## src/rtl/pong_pkg.sv

```systemverilog
// rtl/pong_pkg.sv - shared types and widths for the pong game-flow sequencer
package pong_pkg;

  typedef enum logic [1:0] {
    ATTRACT,
    SERVE,
    PLAY
  } state_t;

  localparam int SCORE_W  = 4;
  localparam int CREDIT_W = 4;

endpackage

```

## src/rtl/rise_detect.sv

```systemverilog
// rtl/rise_detect.sv - single-bit rising-edge detector with a registered previous level
module rise_detect (
  input  logic clk,
  input  logic reset,
  input  logic level,
  output logic rise
);

  logic prev;

  always_ff @(posedge clk) begin
    if (reset) prev <= 1'b0;
    else       prev <= level;
  end

  assign rise = level & ~prev;

endmodule

```

## src/rtl/pong_game_sequencer.sv

```systemverilog
// rtl/pong_game_sequencer.sv - credits, attract/serve/play sequencing and scores for pong
// Optional feature macro: FREE_PLAY_EN (start always accepted, coins ignored, credits held at 0).
module pong_game_sequencer
  import pong_pkg::*;
#(
  parameter int SERVE_FRAMES = 60,
  parameter int WIN_SCORE    = 11,
  parameter int MAX_CREDITS  = 9
) (
  input  logic                clk,
  input  logic                reset,
  input  logic                frame_tick,
  input  logic                coin,
  input  logic                start,
  input  logic                miss_left,
  input  logic                miss_right,
  output logic                attract,
  output logic                serve_hold,
  output logic                serve_dir,
  output logic [SCORE_W-1:0]  score_l,
  output logic [SCORE_W-1:0]  score_r,
  output logic [CREDIT_W-1:0] credits,
  output logic                score_pulse
);

  localparam int CNT_W = $clog2(SERVE_FRAMES);
  localparam logic [CNT_W-1:0]    CNT_LAST = CNT_W'(SERVE_FRAMES - 1);
  localparam logic [SCORE_W-1:0]  WIN      = SCORE_W'(WIN_SCORE);
  localparam logic [CREDIT_W:0]   MAX_C    = (CREDIT_W + 1)'(MAX_CREDITS);

  state_t               state, state_n;
  logic [CNT_W-1:0]     cnt, cnt_n;
  logic [SCORE_W-1:0]   score_l_n, score_r_n;
  logic [CREDIT_W-1:0]  credits_n;
  logic                 dir_n, pulse_n;
  logic                 start_rise;
  logic                 credit_ok, accept;

  rise_detect u_start_rise (
    .clk   (clk),
    .reset (reset),
    .level (start),
    .rise  (start_rise)
  );

`ifndef FREE_PLAY_EN
  logic                coin_rise;
  logic [CREDIT_W:0]   credit_sum;

  rise_detect u_coin_rise (
    .clk   (clk),
    .reset (reset),
    .level (coin),
    .rise  (coin_rise)
  );
`endif

  always_ff @(posedge clk) begin
    if (reset) begin
      state       <= ATTRACT;
      cnt         <= '0;
      score_l     <= '0;
      score_r     <= '0;
      serve_dir   <= 1'b0;
      credits     <= '0;
      score_pulse <= 1'b0;
      attract     <= 1'b1;
      serve_hold  <= 1'b1;
    end else begin
      state       <= state_n;
      cnt         <= cnt_n;
      score_l     <= score_l_n;
      score_r     <= score_r_n;
      serve_dir   <= dir_n;
      credits     <= credits_n;
      score_pulse <= pulse_n;
      attract     <= (state_n == ATTRACT);
      serve_hold  <= (state_n != PLAY);
    end
  end

  always_comb begin
    state_n   = state;
    cnt_n     = cnt;
    score_l_n = score_l;
    score_r_n = score_r;
    dir_n     = serve_dir;
    pulse_n   = 1'b0;
    accept    = 1'b0;
`ifdef FREE_PLAY_EN
    credit_ok = 1'b1;
`else
    credit_ok = (credits != '0);
`endif

    case (state)
      ATTRACT: begin
        if (start_rise && credit_ok) begin
          accept    = 1'b1;
          score_l_n = '0;
          score_r_n = '0;
          dir_n     = 1'b1;
          cnt_n     = '0;
          state_n   = SERVE;
        end
      end
      SERVE: begin
        if (frame_tick) begin
          if (cnt == CNT_LAST) state_n = PLAY;
          else                 cnt_n   = cnt + 1'b1;
        end
      end
      PLAY: begin
        // miss_left has priority; a simultaneous miss_right is dropped
        if (miss_left) begin
          score_r_n = score_r + 1'b1;
          dir_n     = 1'b0;
          pulse_n   = 1'b1;
          cnt_n     = '0;
          state_n   = (score_r_n == WIN) ? ATTRACT : SERVE;
        end else if (miss_right) begin
          score_l_n = score_l + 1'b1;
          dir_n     = 1'b1;
          pulse_n   = 1'b1;
          cnt_n     = '0;
          state_n   = (score_l_n == WIN) ? ATTRACT : SERVE;
        end
      end
      default: state_n = ATTRACT;
    endcase

`ifdef FREE_PLAY_EN
    credits_n = '0;
`else
    // accept implies credits > 0, so the net sum never underflows
    credit_sum = {1'b0, credits} + {{CREDIT_W{1'b0}}, coin_rise} - {{CREDIT_W{1'b0}}, accept};
    credits_n  = (credit_sum > MAX_C) ? MAX_C[CREDIT_W-1:0] : credit_sum[CREDIT_W-1:0];
`endif
  end

endmodule

```

## config.mk

```make
export PLATFORM = sky130hd
export DESIGN_NAME = pong_game_sequencer
export DESIGN_NICKNAME = d
export VERILOG_FILES = /design/src/rtl/pong_pkg.sv /design/src/rtl/rise_detect.sv /design/src/rtl/pong_game_sequencer.sv
export SDC_FILE = /design/constraint.sdc
export NUM_CORES = 1
export LEC_CHECK = 0
export BUFFER_PORTS_ARGS = -buffer_cell sky130_fd_sc_hd__buf_2
export CORE_ASPECT_RATIO = 0.9
export CORE_MARGIN = 3
export CORE_UTILIZATION = 61
export CTS_CLUSTER_DIAMETER = 120
export DETAILED_ROUTE_END_ITERATION = 7
export PLACE_DENSITY_LB_ADDON = 0.05
export SETUP_SLACK_MARGIN = 0.3
export SLEW_MARGIN = 15
export SYNTH_ARGS = -nofsm -noshare
export SYNTH_HDL_FRONTEND = slang
export SYNTH_HIERARCHICAL = 1
export SYNTH_SLANG_ARGS = --single-unit
```

## constraint.sdc

```tcl
create_clock -name clk -period 9.65 [get_ports clk]
set_input_delay 2.895 -clock clk [delete_from_list [all_inputs] [get_ports clk]]
set_output_delay 2.895 -clock clk [all_outputs]
set_load 0.005 [all_outputs]
```

==> impl_metrics.tcl, run 1 <==
set metrics [dict create \
    outcome "finished, final reports clean" \
    p_seq_share_pct 35.9 \
    synth_edf_count 0 \
    synth-async-reset-ratio_pct 0 \
    slowest_delay_ns 0.38 \
    worst-setup-path-type "primary input to flop" \
    switching_share_pct 37.3 \
    hold_buffers 0 \
    finalNonFillerCells 217 \
    intPower_uw 235 \
    cp.required_ns 9.89 \
    synth_nets 187 \
    slew_headroom_pct 59.6 \
    synth_ff_type "dfxtp_1" \
    finalWeightedCongestion 0.811 \
    fin_crit_ns 5.21 \
    max_freq_mhz 192 \
    fillers 175 \
    clk_latency_ns 0.34 \
    fp.dieW_um 59.8 \
    dpl.hpwl_mm 2.31 \
    synth_top_area_share_pct 32.7 \
    power_frac_comb_pct 43.4 \
    reg2reg_slack_ns 6.53 \
    numPortBuffers 22 \
    syn_inst 168 \
    synth_area_leaders "dfxtp_1 (33%), ha_1 (8.6%), nor2_1 (3.5%), nor2b_4 (3.5%), a21oi_1 (3.1%)" \
    cp_max_fo 5 \
    yosys-mux-area-fraction_pct 4.80 \
    ys_seq_area_share_pct 32.7 \
    synth_top_cell_by_area "dfxtp_1" \
    cts-resized-gates 0 \
    drt-wirelength-per-cell_um 14.1 \
    clock-sinks 26 \
    cts_tree "yes" \
    htreeDepth 1 \
    whs_path_depth 2 \
    tns_ns 0 \
    synth.most_common_cell "dfxtp_1" \
    grt_usage_pct 21.7 \
    power.density_mw_per_mm2 212 \
    start_util_pct 68.5 \
    power.net_switching_uw 140 \
    fin_ws_ns 4.44 \
    worst_slew_pin_slew_ns 0.606 \
    dp_slack_ns 4.12 \
    clkTransAtPathRegs_ns 0.16 \
    cts_buffer_depth 2 \
    grt_overflow 0 \
    grt_first_pass_wirelength_mm 5.26 \
    ir_drop_mv 0.219 \
    finalHoldViolCount 0 \
    cellLeakagePower_uw 0.000755 \
    synth_seq_cells 26 \
    path_cells "buf_2 > nor2b_4 > nor3b_4 > nand2_1 > inv_1 > ha_1 > inv_1 > ha_1 > inv_1 > fa_1 > nand2b_1 > a21oi_1 > o21ai_0 > and4_1" \
    cts_root_buf "clkbuf_4" \
    wl_mm 3.06 \
    ys_types 49 \
    synth_compound_area_share_pct 18.0 \
    core_mm2 0.00232 \
    min_from "cnt[1]" \
    r2r_end "credits[2]" \
    syn_avg_cell_area_um2 9.47 \
    firstDrtPassIters 4 \
    synthXorXnorAreaFrac_pct 3.30 \
    drt_iter0_markers 26 \
    setup_violations 0 \
    antenna_left 0 \
    antenna_found_initial 0 \
    power_frac_clock_pct 20.8 \
    arrival_ns 5.45 \
    cts_post_setup_buffers_inserted 0 \
    synth_top_family_by_area "simple AND/OR/NAND/NOR gates" \
    first_global_vias 1195 \
    antenna_cells 0 \
    syn_area_mm2 0.00159 \
    die_area_mm2 0.00326 \
    cts_buffers 3 \
    cp_common_cell "inv_1" \
    hold_path_end "cnt[1]" \
    worst_setup_path_start_kind "primary input" \
    viasPerCell 5.88 \
    pin_count 23 \
    finalCritPeriodShare_pct 53.9 \
    critPathSlowestCell "fa_1" \
    drive_gt1_share_pct 25.3 \
    synth_fa_ha_area_share_pct 9.91 \
    rsz0062_at_grt "no" \
    maxCapViolCount 0 \
    final_nets 210 \
    endpoint_kind "flop" \
    dieHeight_um 54.5 \
    report.final.slew_viol_count 0 \
    place_inst 213 \
    r2r_start "credits[3]" \
    area_delta_synth_final_pct 10.8 \
    grt_max_degree 30 \
    yosys.area_share.simple_pct 26.7 \
    clock_skew_ns 0.00950 \
    r2r_cells 14 \
    hp-class "flop to flop" \
    ys_top_cells_by_count "dfxtp_1 (26), nor2_1 (15), inv_1 (13)" \
    num_rows 16 \
    drcViolationCount 0 \
    num_vias 1277 \
    synth_warnings 6 \
]
-- logic make-up (layout without fill, tap and decap cells) --
logic type / count (synthesis) / count (layout)
AND/OR/NAND/NOR: 62 / 62
multiplexers: 6 / 6
AO/OA/AOI/OAI: 39 / 39
adder cells (fa/ha/maj): 12 / 12
buffers and inverters: 17 / 39
flip-flops: 26 / 26
XOR/XNOR: 6 / 6
-- routing by layer --
| layer | GRT usage [%] | part of all wire [%] | up-vias |
|---|---|---|---|
| met2 | 37.9 | 49 | 40 |
| met1 | 25.9 | 43 | 589 |
| met5 | 0 | 0 | - |
| met4 | 7.01 | 1.0 | 0 |
| met3 | 5.66 | 6.8 | 5 |
| li1 | - | - | 643 |
-- power groups by stage --
stage / Sequential, uW / Combinational [uW] / Clock [uW]
5_1_grt: 137 / 184 / 82.5
3_3_place_gp: 136 / 151 / 0
6_report: 134 / 162 / 77.7
3_5_place_dp: 137 / 161 / 0
2_1_floorplan: 135 / 125 / 0
4_1_cts: 134 / 163 / 78.1
-- critical path: cells and delay by family --
kind	cells	cell delay, ns
and+or+nand+nor	5	0.97
buffers and inverters	4	0.34
adders and majority gates	3	0.80
AOI/OAI and AO/OA	2	0.44
-- flip-flops by register name, summed over array words and instances (netlist names) --
register / flops
u_coin_rise/prev: 1
score_r: 4
cnt: 6
serve_hold: 1
u_start_rise/prev: 1
state: 2
score_pulse: 1
score_l: 4
serve_dir: 1
credits: 4
attract: 1
-- worst max path at each step --
| stage | cells past startpoint | start | endpoint | slack [ns] |
|---|---|---|---|---|
| 5_1_grt | 14 | start | credits[2] | 4.25 |
| 3_5_place_dp | 14 | start | credits[2] | 4.12 |
| 3_3_place_gp | 14 | start | credits[1] | 4.32 |
| 2_1_floorplan | 13 | start | credits[2] | 4.51 |
| 4_1_cts | 14 | start | credits[2] | 4.45 |
| 6_report | 14 | start | credits[2] | 4.44 |
-- per-stage QoR --
step / hold slack, ns / cell area [um2] / power (uW) / utilization [%]
2_1_floorplan: 0.468 / 1590 / 260 / -
3_3_place_gp: 0.487 / 1710 / 287 / 73.7
3_5_place_dp: 0.494 / 1710 / 297 / 73.7
4_1_cts: 0.514 / 1760 / 375 / 76.0
5_1_grt: 0.549 / 1760 / 404 / 76.0
6_report: 0.518 / 1760 / 374 / 76.0
-- area by class of cell --
class	count	area [um2]	share of cell area, %
Inverter	13	48.8	2.77
Clock buffer	3	22.5	1.28
Multi-Input combinational cell	125	998	56.6
Timing Repair Buffer	22	110	6.24
Tap cell	27	33.8	1.91
Sequential cell	26	520	29.5
Clock inverter	1	30.0	1.70
-- layout by cell type, fill, tap and decap left out, types with 3 or more instances in the layout --
cell type	n
nand3_1	6
nor2_1	15
ha_1	11
nor3b_2	4
nor3_1	7
nand2b_1	3
dfxtp_1	26
a21o_1	4
a21oi_1	10
xnor2_1	5
a21oi_2	4
inv_1	13
o21ai_0	6
mux2_4	3
a31oi_1	3
nand2_1	4
clkbuf_4	3
nor2b_4	4
buf_2	22
and4_1	3
Note: power is estimated with default switching activity, not from simulation.
==> inputs of run 2 (changes only) <==
Settings changed: ABC_AREA set to 1, CORE_UTILIZATION 61 to 56.
Clock period 9.65 ns to 5.15 ns, I/O delays scaled along.
==> run 2 against run 1 <==
Compared with the run above: core utilization shrank 7.8 points; global-route usage down 2.9 points; synthesized cell count grew 32%; sequential power increased by 99%.
==> impl_metrics.tcl, run 2 <==
set metrics [dict create \
    outcome "finished, final reports clean" \
    cts_buffers 3 \
    num_rows 17 \
    drt-wirelength-per-cell_um 11.0 \
    rsz0062_at_grt "no" \
    dp_slack_ns 1.48 \
    syn_inst 222 \
    worst_setup_path_start_kind "primary input" \
    r2r_cells 17 \
    numPortBuffers 22 \
    largest-register "cnt" \
    power.net_switching_uw 293 \
    p_seq_share_pct 36.6 \
    ys_top_cells_by_count "nand2_1 (57), inv_1 (35), dfxtp_1 (26)" \
    dpl.hpwl_mm 2.34 \
    cp_common_cell "inv_1" \
    viasPerCell 5.27 \
    maxCapViolCount 0 \
    reg2reg_slack_ns 2.59 \
    grt_first_pass_wirelength_mm 5.09 \
    switching_share_pct 40.2 \
    fin_ws_ns 1.83 \
    cts_tree "yes" \
    antenna_found_initial 0 \
    whs_path_depth 2 \
    grt_max_degree 16 \
    cellLeakagePower_uw 0.000879 \
    synth_nets 241 \
    max_freq_mhz 301 \
    ys_types 27 \
    area_delta_synth_final_pct 12.8 \
    syn_avg_cell_area_um2 6.84 \
    pin_count 23 \
    arrival_ns 3.56 \
    grt_usage_pct 18.8 \
    cts_root_buf "clkbuf_4" \
    holdWs_ns 0.504 \
    synth_area_leaders "dfxtp_1 (34%), nand2_1 (14%), ha_1 (9.1%), inv_1 (8.7%), nor2_1 (5.9%)" \
    slowest_delay_ns 0.40 \
    clock-sinks 26 \
    wl_mm 3.03 \
    first_global_vias 1289 \
    die_area_mm2 0.00337 \
    cts_post_setup_buffers_inserted 0 \
    finalInstanceArea_mm2 0.00171 \
    drcViolationCount 0 \
    core_mm2 0.00251 \
    post_dp_cell_area_mm2 0.00166 \
    synth.most_common_cell "nand2_1" \
    critPathSlowestCell "fa_1" \
    drt_iter0_markers 77 \
    synth_ff_type "dfxtp_1" \
    r2r_start "credits[3]" \
    cts-resized-gates 0 \
    fin_crit_ns 3.32 \
    final_cell_mix "nand2_1 (57), inv_1 (35), dfxtp_1 (26)" \
    r2r_end "credits[0]" \
    hold_buffers 0 \
    synth_top_cell_by_area "dfxtp_1" \
    min_from "cnt[1]" \
    path_cells "buf_2 > inv_1 > nor2_1 > nand3_2 > inv_1 > ha_1 > inv_1 > ha_1 > inv_1 > fa_1 > nand3b_1 > nand3_1 > nand2_1 > inv_1 > nand3b_1 > nand2_1 > inv_1" \
    synth_warnings 6 \
    layout_commonest_cell "nand2_1" \
    power_frac_comb_pct 44.0 \
    firstDrtPassIters 4 \
    ir_drop_mv 0.191 \
    dieHeight_um 55.4 \
    hold_path_end "cnt[1]" \
    largest_reg_flops 6 \
    start_util_pct 60.5 \
    drive_gt1_share_pct 15.8 \
    synth-async-reset-ratio_pct 0 \
    finalHoldViolCount 0 \
    clock_skew_ns 0.0166 \
    finalCritPeriodShare_pct 64.5 \
    cp.required_ns 5.39 \
    clk_latency_ns 0.33 \
    power_frac_clock_pct 19.4 \
    intPower_uw 436 \
    final_nets 267 \
    endpoint_kind "flop" \
    slew_headroom_pct 79.2 \
    hp-class "flop to flop" \
    worst_slew_pin_slew_ns 0.311 \
    synth_top_area_share_pct 34.3 \
    tns_ns 0 \
    cp_max_fo 7 \
    fp.dieW_um 60.9 \
    synth_seq_cells 26 \
    power.density_mw_per_mm2 426 \
    setup_violations 0 \
    syn_area_mm2 0.00152 \
    synth_edf_count 0 \
    grt_overflow 0 \
    worst-setup-path-type "primary input to flop" \
    cts_buffer_depth 2 \
    htreeDepth 1 \
    antenna_left 0 \
    antenna_cells 0 \
    report.final.slew_viol_count 0 \
    clkTransAtPathRegs_ns 0.13 \
    finalWeightedCongestion 0.867 \
    ys_seq_area_share_pct 34.3 \
    num_vias 1450 \
]
## run 2: cell count changes after synthesis, sizes merged, moves of 4 or more
cell / change
inv: +25
mux2: -4
nand2: +57
nor2: +11
xnor2: -4
nor3: -5
a21o: -4
nand3: +12
nor3b: -4
nor2b: -4
## run 2: per-stage QoR
stage | power, uW | utilization (%) | instances
after floorplan | 501 | - | 222
after global placement | 573 | 66.1 | 271
after detailed placement | 589 | 66.1 | 271
after CTS | 731 | 68.2 | 275
after global routing | 794 | 68.2 | 275
final | 730 | 68.2 | 275
## run 2: cell families after synthesis
kind of cell | count (synthesis) | share of synthesized area [%]
buffers and inverters | 39 | 9.65
and+or+nand+nor | 114 | 34.5
AOI/OAI and AO/OA | 29 | 10.1
xor gates and xnor gates | 2 | 1.15
adders and majority gates | 12 | 10.4
DFF | 26 | 34.3
## run 2: metal layers
metal | share of wire, % | wire length [um] | GRT usage, % | vias up
li1 | - | - | - | 750
met1 | 44 | 1330 | 23.4 | 637
met2 | 49 | 1470 | 31.8 | 59
met3 | 6.6 | 201 | 5.37 | 4
met4 | 0.63 | 19 | 3.72 | 0
met5 | 0 | 0 | 0 | -
## run 2: worst max-delay path by stage
| stage | startpoint | endpoint | cells after the start |
|---|---|---|---|
| finish | start | credits[0] | 17 |
| global route | start | credits[0] | 17 |
| CTS | start | credits[0] | 17 |
| detailed placement | start | credits[0] | 17 |
| global placement | start | credits[0] | 17 |
| floorplan | start | credits[0] | 16 |
## run 2: power groups by stage
stage / logic (uW) / registers, uW / clock network (uW)
after floorplan: 233 / 269 / 0
after global placement: 303 / 270 / 0
after detailed placement: 317 / 272 / 0
after CTS: 319 / 267 / 145
after global routing: 367 / 273 / 154
final: 321 / 267 / 142
## run 2: final cells by class
type / count / area [um2]
clock buffers: 3 / 22.5
well taps: 28 / 35.0
fillers: 228 / 798
repair buffers: 22 / 110
inverters: 38 / 143
clock inverters: 1 / 30.0
flip-flops and latches: 26 / 520
multi-input cells: 157 / 851
## run 2: critical path: cells and delay by family
kind	cells	cell delay, ns
buffers and inverters	7	0.44
adders and majority gates	3	0.77
and+or+nand+nor	7	0.80
==> inputs of run 3 (changes only) <==
Clock period 5.15 ns to 3.2 ns, I/O delays scaled along.
==> run 3 against run 2 <==
Compared with the run above: worst hold slack improved by 0.00093 ns; clock power up 59%; wire length rose by 2.5%; sequential power is 61% higher; core utilization rose by 0.30 points; critical path type unchanged.
==> impl_metrics.tcl, run 3 (synthesized netlist as in run 2, its figures left out) <==
set metrics [dict create \
    outcome "finished, final reports clean" \
    worst_slew_pin_slew_ns 0.344 \
    antenna_found_initial 0 \
    firstDrtPassIters 4 \
    grt_first_pass_wirelength_mm 5.69 \
    die_area_mm2 0.00337 \
    area_delta_synth_final_pct 13.3 \
    antenna_left 0 \
    finalCritPeriodShare_pct 82.5 \
    rsz0062_at_grt "no" \
    power_frac_comb_pct 44.1 \
    final_cell_mix "nand2_1 (57), inv_1 (35), dfxtp_1 (26)" \
    start_util_pct 60.5 \
    grt_overflow 0 \
    drt-wirelength-per-cell_um 11.3 \
    hold_buffers 0 \
    clock_skew_ns 0.0134 \
    finalWeightedCongestion 0.839 \
    power.density_mw_per_mm2 681 \
    cts_buffer_depth 2 \
    hp-class "flop to flop" \
    cts-resized-gates 0 \
    viasPerCell 5.24 \
    p_seq_share_pct 36.6 \
    clock-sinks 26 \
    clkTransAtPathRegs_ns 0.13 \
    power.net_switching_uw 463 \
    cp.required_ns 3.43 \
    final_nets 268 \
    power_uw 1170 \
    arrival_ns 2.87 \
    pin_count 23 \
    cts_buffers 3 \
    path_cells "buf_2 > inv_1 > nor2_1 > nand3_2 > inv_1 > ha_1 > inv_1 > ha_1 > inv_1 > fa_1 > nand3b_1 > nand3_1 > nand2_1 > inv_1 > nand3b_1 > nand2_1 > inv_1" \
    num_rows 17 \
    setup_violations 0 \
    largest-register "cnt" \
    endpoint_kind "flop" \
    cp_max_fo 3 \
    first_global_vias 1371 \
    critPathSlowestCell "fa_1" \
    intPower_uw 708 \
    cellLeakagePower_uw 0.000884 \
    finalHoldViolCount 0 \
    antenna_cells 0 \
    clk_latency_ns 0.33 \
    drive_gt1_share_pct 16.1 \
    slew_headroom_pct 77.0 \
    htreeDepth 1 \
    numPortBuffers 22 \
    ir_drop_mv 0.366 \
    core_mm2 0.00251 \
    cts_root_buf "clkbuf_4" \
    switching_share_pct 39.5 \
    power_frac_clock_pct 19.3 \
    max_freq_mhz 379 \
    report.final.slew_viol_count 0 \
    drcViolationCount 0 \
    dieHeight_um 55.4 \
    num_vias 1447 \
    drt_iter0_markers 86 \
    largest_reg_flops 6 \
    fin_crit_ns 2.64 \
    cp_common_cell "inv_1" \
    fp.dieW_um 60.9 \
    cts_post_setup_buffers_inserted 0 \
    grt_usage_pct 21.0 \
    tns_ns 0 \
    worst-setup-path-type "primary input to flop" \
    slowest_delay_ns 0.41 \
    wl_mm 3.11 \
    dpl.hpwl_mm 2.39 \
    grt_max_degree 16 \
    layout_commonest_cell "nand2_1" \
    maxCapViolCount 0 \
    cts_tree "yes" \
    worst_setup_path_start_kind "primary input" \
]
run 3: cell count changes in the layout (fill, tap and decap cells not counted):
cell / delta
buf_4: +1
run 3: final timing paths:
path / start / end / slack (ns) / cells after the start
max reg2reg: credits[3] / credits[0] / 0.73 / 17
min: cnt[1] / cnt[1] / 0.50 / 2
max: start / credits[0] / 0.56 / 17
min reg2reg: cnt[1] / cnt[1] / 0.50 / 2
run 3: per-layer routing:
layer | global-route usage, % | wire (um) | up-vias
met5 | 0 | 0 | -
met4 | 2.48 | 12 | 0
met3 | 4.67 | 144 | 2
met2 | 37.3 | 1590 | 36
met1 | 25.9 | 1360 | 654
li1 | - | - | 755
run 3: cell type report:
class                           count  area [um2]
Multi-Input combinational cell    157         851
Clock buffer                        3        22.5
Timing Repair Buffer               23         118
Sequential cell                    26         520
Inverter                           38         143
Clock inverter                      1        30.0
Fill cell                         226         791
Tap cell                           28        35.0
run 3: power by group through the flow:
stage	registers (uW)	clock network (uW)	logic [uW]
after floorplan	432	0	375
after global placement	434	0	495
after detailed placement	437	0	517
after CTS	430	231	520
after global routing	438	245	612
final	429	226	516
run 3: metrics by stage:
stage | hold WS (ns) | util [%] | area [um2] | setup slack [ns] | instances
CTS | 0.508 | 68.5 | 1720 | 0.558 | 276
detailed placement | 0.488 | 66.4 | 1670 | 0.213 | 272
finish | 0.505 | 68.5 | 1720 | 0.561 | 276
global route | 0.535 | 68.5 | 1720 | 0.343 | 276
floorplan | 0.462 | - | 1520 | 0.391 | 222
global placement | 0.485 | 66.4 | 1670 | 0.321 | 272
run 3: critical path, delay by kind of cell:
kind	cells	cell delay, ns
fa+ha+maj	3	0.78
simple gates	7	0.72
buf+inv	7	0.41
